===== config.mk =====
export PLATFORM = sky130hd
export DESIGN_NAME = adder16_seq_ctrl
export DESIGN_NICKNAME = d
export VERILOG_FILES = /design/src/rtl/adder_seq_pkg.sv /design/src/rtl/adder4_cla.sv /design/src/rtl/adder16_seq_ctrl.sv
export SDC_FILE = /design/constraint.sdc
export NUM_CORES = 1
export LEC_CHECK = 0
export ABC_CLOCK_PERIOD_IN_PS = 3400
export BUFFER_PORTS_ARGS = -buffer_cell sky130_fd_sc_hd__buf_2
export CORE_MARGIN = 8
export CORE_UTILIZATION = 48
export DETAILED_ROUTE_END_ITERATION = 7
export GPL_TIMING_DRIVEN = 0
export PLACE_DENSITY = 0.67
export SETUP_SLACK_MARGIN = 0.05
export SLEW_MARGIN = 10
export SYNTH_ARGS = -nofsm -noshare
export SYNTH_HDL_FRONTEND = slang
export SYNTH_SLANG_ARGS = --single-unit

===== constraint.sdc =====
create_clock -name clk -period 3.4 [get_ports clk]
set_clock_uncertainty 0.2 [all_clocks]
set_input_delay 0.17 -clock clk [delete_from_list [all_inputs] [get_ports clk]]
set_output_delay 0.17 -clock clk [all_outputs]
set_load 0.01 [all_outputs]

===== src/rtl/adder_seq_pkg.sv =====
// Shared types and defaults for the nibble-serial add/subtract controller.
package adder_seq_pkg;

  localparam int DEF_N_NIB = 4;

  typedef enum logic [1:0] {
    IDLE = 2'd0,
    RUN  = 2'd1,
    DONE = 2'd2
  } state_t;

endpackage


===== src/rtl/adder4_cla.sv =====
// 4-bit carry-lookahead adder slice; the only carry chain in the controller.
module adder4_cla (
  input  logic [3:0] a,
  input  logic [3:0] b,
  input  logic       ci,
  output logic [3:0] s,
  output logic       co
);

  logic [3:0] g;
  logic [3:0] p;
  logic [4:0] c;

  assign g = a & b;
  assign p = a ^ b;

  // Flattened lookahead terms so no carry ripples between bit positions.
  assign c[0] = ci;
  assign c[1] = g[0] | (p[0] & ci);
  assign c[2] = g[1] | (p[1] & g[0]) | (p[1] & p[0] & ci);
  assign c[3] = g[2] | (p[2] & g[1]) | (p[2] & p[1] & g[0]) | (p[2] & p[1] & p[0] & ci);
  assign c[4] = g[3] | (p[3] & g[2]) | (p[3] & p[2] & g[1]) | (p[3] & p[2] & p[1] & g[0])
              | (p[3] & p[2] & p[1] & p[0] & ci);

  assign s  = p ^ c[3:0];
  assign co = c[4];

endmodule


===== src/rtl/adder16_seq_ctrl.sv =====
// Nibble-serial W-bit add/subtract: one 4-bit CLA reused LSB nibble first.
// state | meaning: IDLE ready for start | RUN one nibble per cycle | DONE result valid pulse
module adder16_seq_ctrl
  import adder_seq_pkg::*;
#(
  parameter int N_NIB = DEF_N_NIB
) (
  input  logic               clk,
  input  logic               rst,
  input  logic               start,
  input  logic               sub,
  input  logic [4*N_NIB-1:0] a,
  input  logic [4*N_NIB-1:0] b,
  output logic               ready,
  output logic               busy,
  output logic               done,
  output logic [4*N_NIB-1:0] sum,
  output logic               co,
  output logic               ovf
);

  localparam int W  = 4 * N_NIB;
  localparam int IW = (N_NIB > 1) ? $clog2(N_NIB) : 1;
  localparam logic [IW-1:0] LAST = IW'(N_NIB - 1);

  state_t         state, state_n;
  logic [IW-1:0]  idx;
  logic           carry;
  logic [W-1:0]   a_q, b_q, res_q, res_n;
  logic [3:0]     nib_s;
  logic           nib_co;
  logic           last;

  assign last = (idx == LAST);

  adder4_cla u_cla (
    .a  (a_q[{idx, 2'b00} +: 4]),
    .b  (b_q[{idx, 2'b00} +: 4]),
    .ci (carry),
    .s  (nib_s),
    .co (nib_co)
  );

  always_comb begin
    res_n = res_q;
    res_n[{idx, 2'b00} +: 4] = nib_s;
  end

  always_ff @(posedge clk or posedge rst) begin
    if (rst) state <= IDLE;
    else     state <= state_n;
  end

  always_comb begin
    state_n = state;
    ready   = 1'b0;
    busy    = 1'b1;
    done    = 1'b0;
    case (state)
      IDLE: begin
        ready = 1'b1;
        busy  = 1'b0;
        if (start) state_n = RUN;
      end
      RUN: begin
        if (last) state_n = DONE;
      end
      DONE: begin
        done    = 1'b1;
        state_n = IDLE;
      end
      default: state_n = IDLE;
    endcase
  end

  // B is stored pre-inverted and the carry seeded with sub, so subtraction is A + ~B + 1.
  always_ff @(posedge clk or posedge rst) begin
    if (rst) begin
      idx   <= '0;
      carry <= 1'b0;
      a_q   <= '0;
      b_q   <= '0;
      res_q <= '0;
      sum   <= '0;
      co    <= 1'b0;
      ovf   <= 1'b0;
    end else if (state == IDLE) begin
      if (start) begin
        a_q   <= a;
        b_q   <= b ^ {W{sub}};
        carry <= sub;
        idx   <= '0;
      end
    end else if (state == RUN) begin
      res_q <= res_n;
      carry <= nib_co;
      if (last) begin
        idx <= '0;
        sum <= res_n;
        co  <= nib_co;
        ovf <= (a_q[W-1] == b_q[W-1]) && (res_n[W-1] != a_q[W-1]);
      end else begin
        idx <= idx + 1'b1;
      end
    end
  end

endmodule


==> metrics, run 1 <==
die area 10170 µm²; RSZ-0062 raised after global routing no; Worst-Margin Slew 0.5999 ns; CTS buffer count 9; Max rail drop VDD 547.3 µV; Register Area 1778 µm²; CTS tree built; Worst setup SP type flop; pwr dens just under 1000 nW/µm²; placed cell count 509; Pre-antenna DRT Iters 4; share of layout cells above drive strength 1 20.04%; IO Pins 57; reg2reg setup slack 0.32 ns; average routed wire per standard cell roughly 15 µm; post-CTS setup buffers 0; diodes inserted 0; first-pass GRT wire length between 10000 and 15000 µm; insertion delay to the later sink of the worst-skew pair 0.34 ns; P&R area growth vs syn 27.73%; Initial Utilization around half; CP top delay family compound AO/OA/AOI/OAI gates; final number of setup-violating endpoints 0; cells after synthesis 354; CP Depth 8; Layout Cells excl Fill ~560; worst reg2reg path depth 8; maximum clock path buffer count 2; worst slack, placed 0.09138 ns; Synth Cell Area 3456 µm²; Fmax roughly 320 MHz; clk sinks between 70 and 80; area occupied by multi-input gates between 1500 and 2000 µm²; core area 7098 µm²; vias in the first global route around 2800; final period utilization 90.71%; total of max-cap violations 0; GRT Total Usage 16.97%; slowest stage delay, CP 0.54 ns; hold path endpoint carry; Yosys cell types 33; hold_sp start; GR Overflow Total 0; die height 100.9 µm; critical path endpoint category flop; Seq/Total Area, Yosys 51.41%; gpl congestion between 0.8 and 0.9; CP arrival about 3.1 ns; Chip Width 100.9 µm; Nets 501; routed vias 2792; syn avg cell area 9.762 µm²; Rel. slew slack 59.72%; H-tree depth 3; CTS root buf clkbuf_8; DRT iter0 DRCs 85; Worst Hold Depth 3; class of the most critical setup path flop to flop; status finished clean; Fin Setup TNS 0 ns; Post-Route WL slightly above 8000 µm; Leak ~2.1 nW; I/O Buffers 55; CP Buf/Inv Count 1; Net Count, Synth approximately 400; r2r startpoint idx[0]; Fillers 598; PnR worst setup slack between 0.3 and 0.4 ns; worst hold path type input port to flop; Reg-to-Reg End res_q[3]; Pwr Total 4.249 mW; fin. max-slew vios 0; minimum clock period 3.084 ns; # rows 31; DR DRC count 0; CP Max Fanout 10; CP required 3.46 ns; initial antenna violation count 0; worst path cell trace clkbuf_4 -> mux4_2 -> ha_1 -> a41oi_1 -> o21ai_2 -> xor2_2 -> nand2_1 -> o21ai_0; Worst path slowest cell mux4_2; vias per inst 5.004; detailed placement HPWL between 5000 and 6000 µm; largest net degree at the start of global routing 41; Seq cells post-synth 71; final hold viol count 0; yosys warns 0; clock slew at reported path FFs 0.07 ns; post-route antenna net violation count 0
-- synth_stat cells (all sizes together) --
library cell / count / area [µm²]
nand2: 101 / 379.1
dfrtp: 71 / 1777
o21ai: 42 / 217.7
a21oi: 19 / 95.09
xnor2: 18 / 157.7
nor2b: 14 / 87.58
inv: 13 / 48.79
ha: 10 / 125.1
clkbuf: 9 / 33.78
a22o: 8 / 70.07
mux4: 8 / 187.7
nor2: 8 / 30.03
nand3: 7 / 35.03
buf: 6 / 30.03
and3: 3 / 18.77
and2: 2 / 12.51
nor4: 2 / 27.53
o31ai: 2 / 15.01
a211o: 1 / 8.760
a21o: 1 / 7.510
a31oi: 1 / 6.260
a41oi: 1 / 8.760
fa: 1 / 20.02
nand2b: 1 / 6.260
nor3: 1 / 5.000
o221ai: 1 / 8.760
o22a: 1 / 8.760
or4: 1 / 11.26
xor2: 1 / 16.27
-- state kept, by name, summed over array words and instances, names as in the netlist --
register / flops
a_q: 16
b_q: 16
res_q: 16
sum: 16
idx: 2
state: 2
carry: 1
co: 1
ovf: 1
-- worst register-to-register path: cells and delay by family, from the launching register on --
kind	cells	cell delay (ns)
AOI/OAI and AO/OA	3	0.56
muxes	1	0.54
DFF	1	0.49
adders and majority gates	1	0.37
xor gates and xnor gates	1	0.36
buffers and inverters	1	0.30
and+or+nand+nor	1	0.19
-- layer usage --
layer	global-route usage, %	vias to the layer above	share of wire (%)
li1	-	1390	-
met1	21.00	1309	44
met2	27.71	76	49
met3	3.315	17	4.6
met4	8.140	0	2.2
met5	0	-	0
-- timing repair --
item | 4_1_cts | 5_1_grt
hold buffers | 33 | 0
gates resized for setup | 0 | 3
setup endpoints to repair | 0 | 14
hold endpoints to repair | 63 | 0
-- cells in the final DEF (no fill, tap or decap), drive strengths merged --
cell         netlist  layout
nand2            101     101
dfrtp             71      71
buf                6      61
o21ai             42      42
dlygate4sd3        0      33
clkbuf             9      24
a21oi             19      19
xnor2             18      18
nor2b             14      14
inv               13      13
ha                10      10
nor2               8       8
a22o               8       8
mux4               8       8
nand3              7       7
and3               3       3
and2               2       2
o31ai              2       2
nor4               2       2
nand2b             1       1
or4                1       1
a41oi              1       1
xor2               1       1
o22a               1       1
o221ai             1       1
a211o              1       1
nor3               1       1
a31oi              1       1
a21o               1       1
fa                 1       1
clkinvlp           0       1
clkinv             0       1
-- power breakdown --
part | switching [mW] | internal [mW]
Sequential | 0.215 | 1.20
Combinational | 1.36 | 0.824
Clock | 0.307 | 0.344
-- cells by family after synthesis --
group	synth area share [%]
mux	5.431
compound gates	12.93
xor+xnor	5.033
fa+ha+maj	4.200
simple gates	17.74
flops	51.41
buf+inv	3.258
-- per-stage QoR --
step | utilization [%] | hold WS [ns] | instance area [µm²]
2_1_floorplan | - | 0.07544 | 3456
3_3_place_gp | 54.31 | 0.1600 | 3855
3_5_place_dp | 54.63 | -0.0002063 | 3877
4_1_cts | 62.03 | 0.02292 | 4403
5_1_grt | 62.19 | 0.03599 | 4414
6_report | 62.19 | 0.04694 | 4414
-- how the worst max path moves through the flow --
stage	from	slack, ns	endpoint
2_1_floorplan	idx[0]	0.63	ovf
3_3_place_gp	idx[0]	0.12	res_q[14]
3_5_place_dp	idx[0]	0.09	res_q[14]
4_1_cts	idx[0]	0.07	res_q[14]
5_1_grt	idx[0]	0.12	res_q[7]
6_report	idx[0]	0.32	res_q[3]
-- area by class of cell --
type	instances	area share, %
inverter	13	1.162
tap	99	2.806
sequential	71	40.28
multi-input combinational	255	35.66
timing repair buffer	89	14.17
buffer	15	1.502
clock inverter	2	0.2834
clock buffer	14	4.138
(Power assumes the default switching activity.)
==> run 2, diff against run 1 <==
- CAP_MARGIN: default -> 20
- CORE_MARGIN: 8 -> 1
- RECOVER_POWER: default -> 50
==> run 2 against run 1 <==
  * Power decreased by 2.5%
  * Sequential power hardly changed
  * Combinational power hardly changed
  * Global-route usage rose by 6.0 points
  * Register-to-register slack is essentially flat
  * Utilization grew 0.93 points
==> metrics, run 2 (synthesis gave the netlist of run 1 again) <==
status finished clean; minimum clock period 3.084 ns; first-pass GRT wire length 12830 µm; final period utilization 90.72%; H-tree depth 3; CP Max Fanout 10; clk sinks 71; detailed placement HPWL 5363 µm; # rows 30; CP required 3.48 ns; GRT Total Usage 23.01%; Cell Area, Placed 3881 µm²; CTS buffer count 9; class of the most critical setup path flop to flop; worst reg2reg path depth 6; Worst setup SP type flop; P&R area growth vs syn 25.45%; Fillers 604; Fin Setup TNS 0 ns; maximum clock path buffer count 2; insertion delay to the later sink of the worst-skew pair around 0.34 ns; GR Overflow Total 0; CTS root buf clkbuf_8; final number of setup-violating endpoints 0; DRT iter0 DRCs ~130; Layout Cells excl Fill 553; CP arrival 3.16 ns; diodes inserted 0; largest net degree at the start of global routing 47; DR DRC count 0; die area between 7000 and 8000 µm²; Fmax 324.2 MHz; routed vias 2757; average routed wire per standard cell 14.11 µm; clock slew at reported path FFs roughly 0.07 ns; Initial Utilization 50.31%; I/O Buffers 55; total of max-cap violations 0; CTS tree built; Max rail drop VDD 570.2 µV; RSZ-0062 raised after global routing no; fin area 4335 µm²; final hold viol count 0; most frequent cells in the layout 101 x nand2_1, 70 x dfrtp_1, 50 x buf_2; critical path endpoint category flop; fin. max-slew vios 0; Register Area 1778 µm²; initial antenna violation count 0; Nets 501; area occupied by multi-input gates approximately 1600 µm²; core area 6869 µm²; placed cell count 506; die height 86.85 µm; Leak 2.058 nW; Pre-antenna DRT Iters 4; Worst Hold Depth 3; commonest non-fill, non-tap cell in the layout nand2_1; post-route antenna net violation count 0; pwr dens between 900 and 1000 nW/µm²; vias per inst 4.986; share of layout cells above drive strength 1 16.85%; Rel. slew slack 25.91%; Post-Route WL 7805 µm; IO Pins 57; vias in the first global route 2709; worst hold path type input port to flop; post-CTS setup buffers 0; gpl congestion roughly 0.88; Worst-Margin Slew roughly 1.1 ns; Chip Width 86.85 µm
## run 2: worst paths after layout
path / startpoint / end / slack [ns]
worst max-delay path: idx[0] / res_q[9] / 0.32
worst min-delay path: start / carry / 0.05
worst max register to register: idx[0] / res_q[9] / 0.32
worst min register to register: sum[2] / sum[2] / 0.27
max in group asynchronous: rst / idx[0] / 0.97
min in group asynchronous: rst / sum[11] / 0.37
## run 2: worst max-delay path, cell delays in order (launching register included)
cell and delay (ns):
dfrtp_2 0.49, clkbuf_4 0.30, mux4_2 0.54, ha_1 0.37, xnor2_1 0.58, and2_1 0.35, a22o_1 0.19
## run 2: per-stage QoR
stage	power, mW	setup WS (ns)	hold WS (ns)	utilization [%]
after floorplan	2.867	0.6285	0.07544	-
after global placement	3.500	0.08906	0.1598	56.07
after detailed placement	3.564	0.02371	-0.02676	56.50
after CTS	4.186	0.1217	0.04103	63.59
after global routing	4.460	0.1454	0.08648	63.11
final	4.142	0.3157	0.04995	63.11
## run 2: area by class of cell
cell class | count | area share (%)
inverter | 13 | 1.154
timing repair buffer | 89 | 13.80
sequential | 71 | 41.01
clock inverter | 2 | 0.2309
multi-input combinational | 255 | 36.39
tap | 96 | 2.771
clock buffer | 12 | 3.117
buffer | 15 | 1.530
## run 2: power by group
group | internal (mW) | switching, mW | total [mW]
combinational | 0.814 | 1.37 | 2.19
clock | 0.255 | 0.287 | 0.542
sequential | 1.20 | 0.209 | 1.41
total | 2.27 | 1.87 | 4.14
## run 2: repair_timing
| action | in CTS | in global routing |
|---|---|---|
| endpoints found under the hold margin | 103 | 0 |
| hold buffers | 33 | 0 |
| setup endpoints to repair | 4 | 8 |
| resized for setup | 1 | 2 |
## run 2: routing by layer
| layer | up-vias | global-route usage, % | share of wire [%] |
|---|---|---|---|
| met4 | 0 | 11.97 | 2.5 |
| li1 | 1384 | - | - |
| met2 | 69 | 38.22 | 49 |
| met5 | - | 0 | 0 |
| met1 | 1290 | 29.16 | 45 |
| met3 | 14 | 3.602 | 3.6 |
==> run 3, diff against run 2 <==
- CORE_UTILIZATION: 48 -> 35
- PLACE_DENSITY: 0.67 -> 0.51
==> run 3 against run 2 <==
  * Largest power group unchanged
  * Count of clock-buffer cells in the layout grew 1
  * Fmax up 0.35%
  * Sequential share of layout area is 0.87 points lower
  * Clock power is 24% higher
  * Global-route usage is 5.0 points lower
  * Critical path type unchanged
==> metrics, run 3 (synthesis gave the netlist of run 1 again) <==
DR DRC count 0; Cell Area, Placed between 3000 and 4000 µm²; IO Pins 57; Initial Utilization 36.70%; CTS tree built; final number of setup-violating endpoints 0; maximum clock path buffer count 2; average routed wire per standard cell approximately 14 µm; first-pass GRT wire length 13970 µm; # rows 35; GRT Total Usage 17.97%; CP arrival roughly 3.1 ns; diodes inserted 0; status finished clean; Fillers 952; Fin Setup TNS 0 ns; Worst path slowest cell mux4_2; Pre-antenna DRT Iters 4; Rel. slew slack between 7 and 8%; placed cell count between 500 and 600; most frequent cells in the layout 101 x nand2_1, 70 x dfrtp_1, 49 x buf_2; final period utilization ~90%; worst hold path type input port to flop; worst path cell trace buf_4 -> mux4_2 -> ha_1 -> a41oi_1 -> o21ai_2 -> xor2_4 -> nand2_1 -> o21ai_0; CP Launch Point idx[0]; gpl congestion approximately 0.77; slowest stage delay, CP 0.55 ns; final hold viol count 0; insertion delay to the later sink of the worst-skew pair 0.34 ns; fin. max-slew vios 0; share of layout cells above drive strength 1 17.21%; vias in the first global route between 2000 and 3000; Fmax about 330 MHz; Leak ~2.1 nW; minimum clock period 3.073 ns; clock slew at reported path FFs 0.08 ns; post-route antenna net violation count 0; pwr dens 978.7 nW/µm²; fin area 4429 µm²; total of max-cap violations 0; r2r startpoint idx[0]; CTS buffer count 9; critical path endpoint category flop; Core Util, Final a little under half; Nets roughly 500; CP Max Fanout 10; CTS root buf clkbuf_8; commonest non-fill, non-tap cell in the layout nand2_1; GR Overflow Total 0; Chip Width between 100 and 150 µm; Layout Cells excl Fill 588; Max rail drop VDD roughly 590 µV; clk sinks 71; Worst setup SP type flop; P&R area growth vs syn 28.17%; largest net degree at the start of global routing 42; RSZ-0062 raised after global routing no; H-tree depth 3; class of the most critical setup path flop to flop; detailed placement HPWL approximately 5800 µm; DRT iter0 DRCs 63; Worst-Margin Slew 1.379 ns; I/O Buffers 55; vias per inst 4.699; die height slightly above 100 µm; hold_sp start; Post-Route WL about 8000 µm; routed vias 2763; core area between 9000 and 10000 µm²; initial antenna violation count 0; CP required 3.46 ns; WHS 0.05059 ns; die area 10270 µm²
run 3: cell types whose count changed in the layout (fill, tap and decap cells not counted), sizes merged:
cell,delta
clkinv,-1
clkinvlp,+1
bufinv,+1
clkbuf,+1
run 3: area by class of cell:
| cell class | count | area, µm² | share of cell area, % |
|---|---|---|---|
| clock buffers | 13 | 148.9 | 3.362 |
| repair buffers | 89 | 596.8 | 13.47 |
| plain buffers | 15 | 66.31 | 1.497 |
| clock inverters | 3 | 42.54 | 0.9605 |
| inverters | 13 | 50.05 | 1.130 |
| flip-flops and latches | 71 | 1778 | 40.14 |
| multi-input cells | 255 | 1585 | 35.79 |
| well taps | 129 | 161.4 | 3.644 |
run 3: metrics by stage:
step	total power, mW	setup WS [ns]
6_report	4.335	0.3265
3_3_place_gp	3.582	-0.07710
3_5_place_dp	3.617	-0.08888
5_1_grt	4.724	0.1441
2_1_floorplan	2.867	0.6285
4_1_cts	4.418	0.1325
run 3: layer usage:
metal	vias up	share of wire [%]	routed length [µm]	track usage (%)
met4	0	1.8	144	8.138
met2	59	49	4021	30.46
li1	1386	-	-	-
met1	1305	46	3781	22.79
met3	13	3.1	253	2.622
met5	-	0	0	0
run 3: repair_timing:
item                                    CTS  global route
pin swaps                                 0             0
buffers inserted                          0             0
endpoints found under the setup margin   13             4
endpoints found under the hold margin    67             0
hold buffers                             33             0
resized for setup                         3             1
cloned                                    0             0
run 3: final timing paths:
kind | end | slack, ns | cells after the start
max | res_q[15] | 0.33 | 8
min | carry | 0.05 | 3
max reg2reg | res_q[15] | 0.33 | 8
min reg2reg | sum[9] | 0.27 | 2
max in group asynchronous | idx[0] | 0.90 | 4
min in group asynchronous | a_q[4] | 0.46 | 3
run 3: report_power, final:
part / switching [mW] / internal (mW) / leakage, nW / total [mW]
Combinational: 1.41 / 0.836 / 1.06 / 2.25
Clock: 0.311 / 0.359 / 0.0936 / 0.671
Sequential: 0.214 / 1.20 / 0.923 / 1.42
run 3: critical path: cells and delay by family (launching register included):
| family | cells | cell delay [ns] |
|---|---|---|
| flip-flops | 1 | 0.51 |
| adder cells (fa/ha/maj) | 1 | 0.37 |
| AND/OR/NAND/NOR | 1 | 0.19 |
| buffers and inverters | 1 | 0.27 |
| multiplexers | 1 | 0.55 |
| AO/OA/AOI/OAI | 3 | 0.60 |
| XOR/XNOR | 1 | 0.30 |
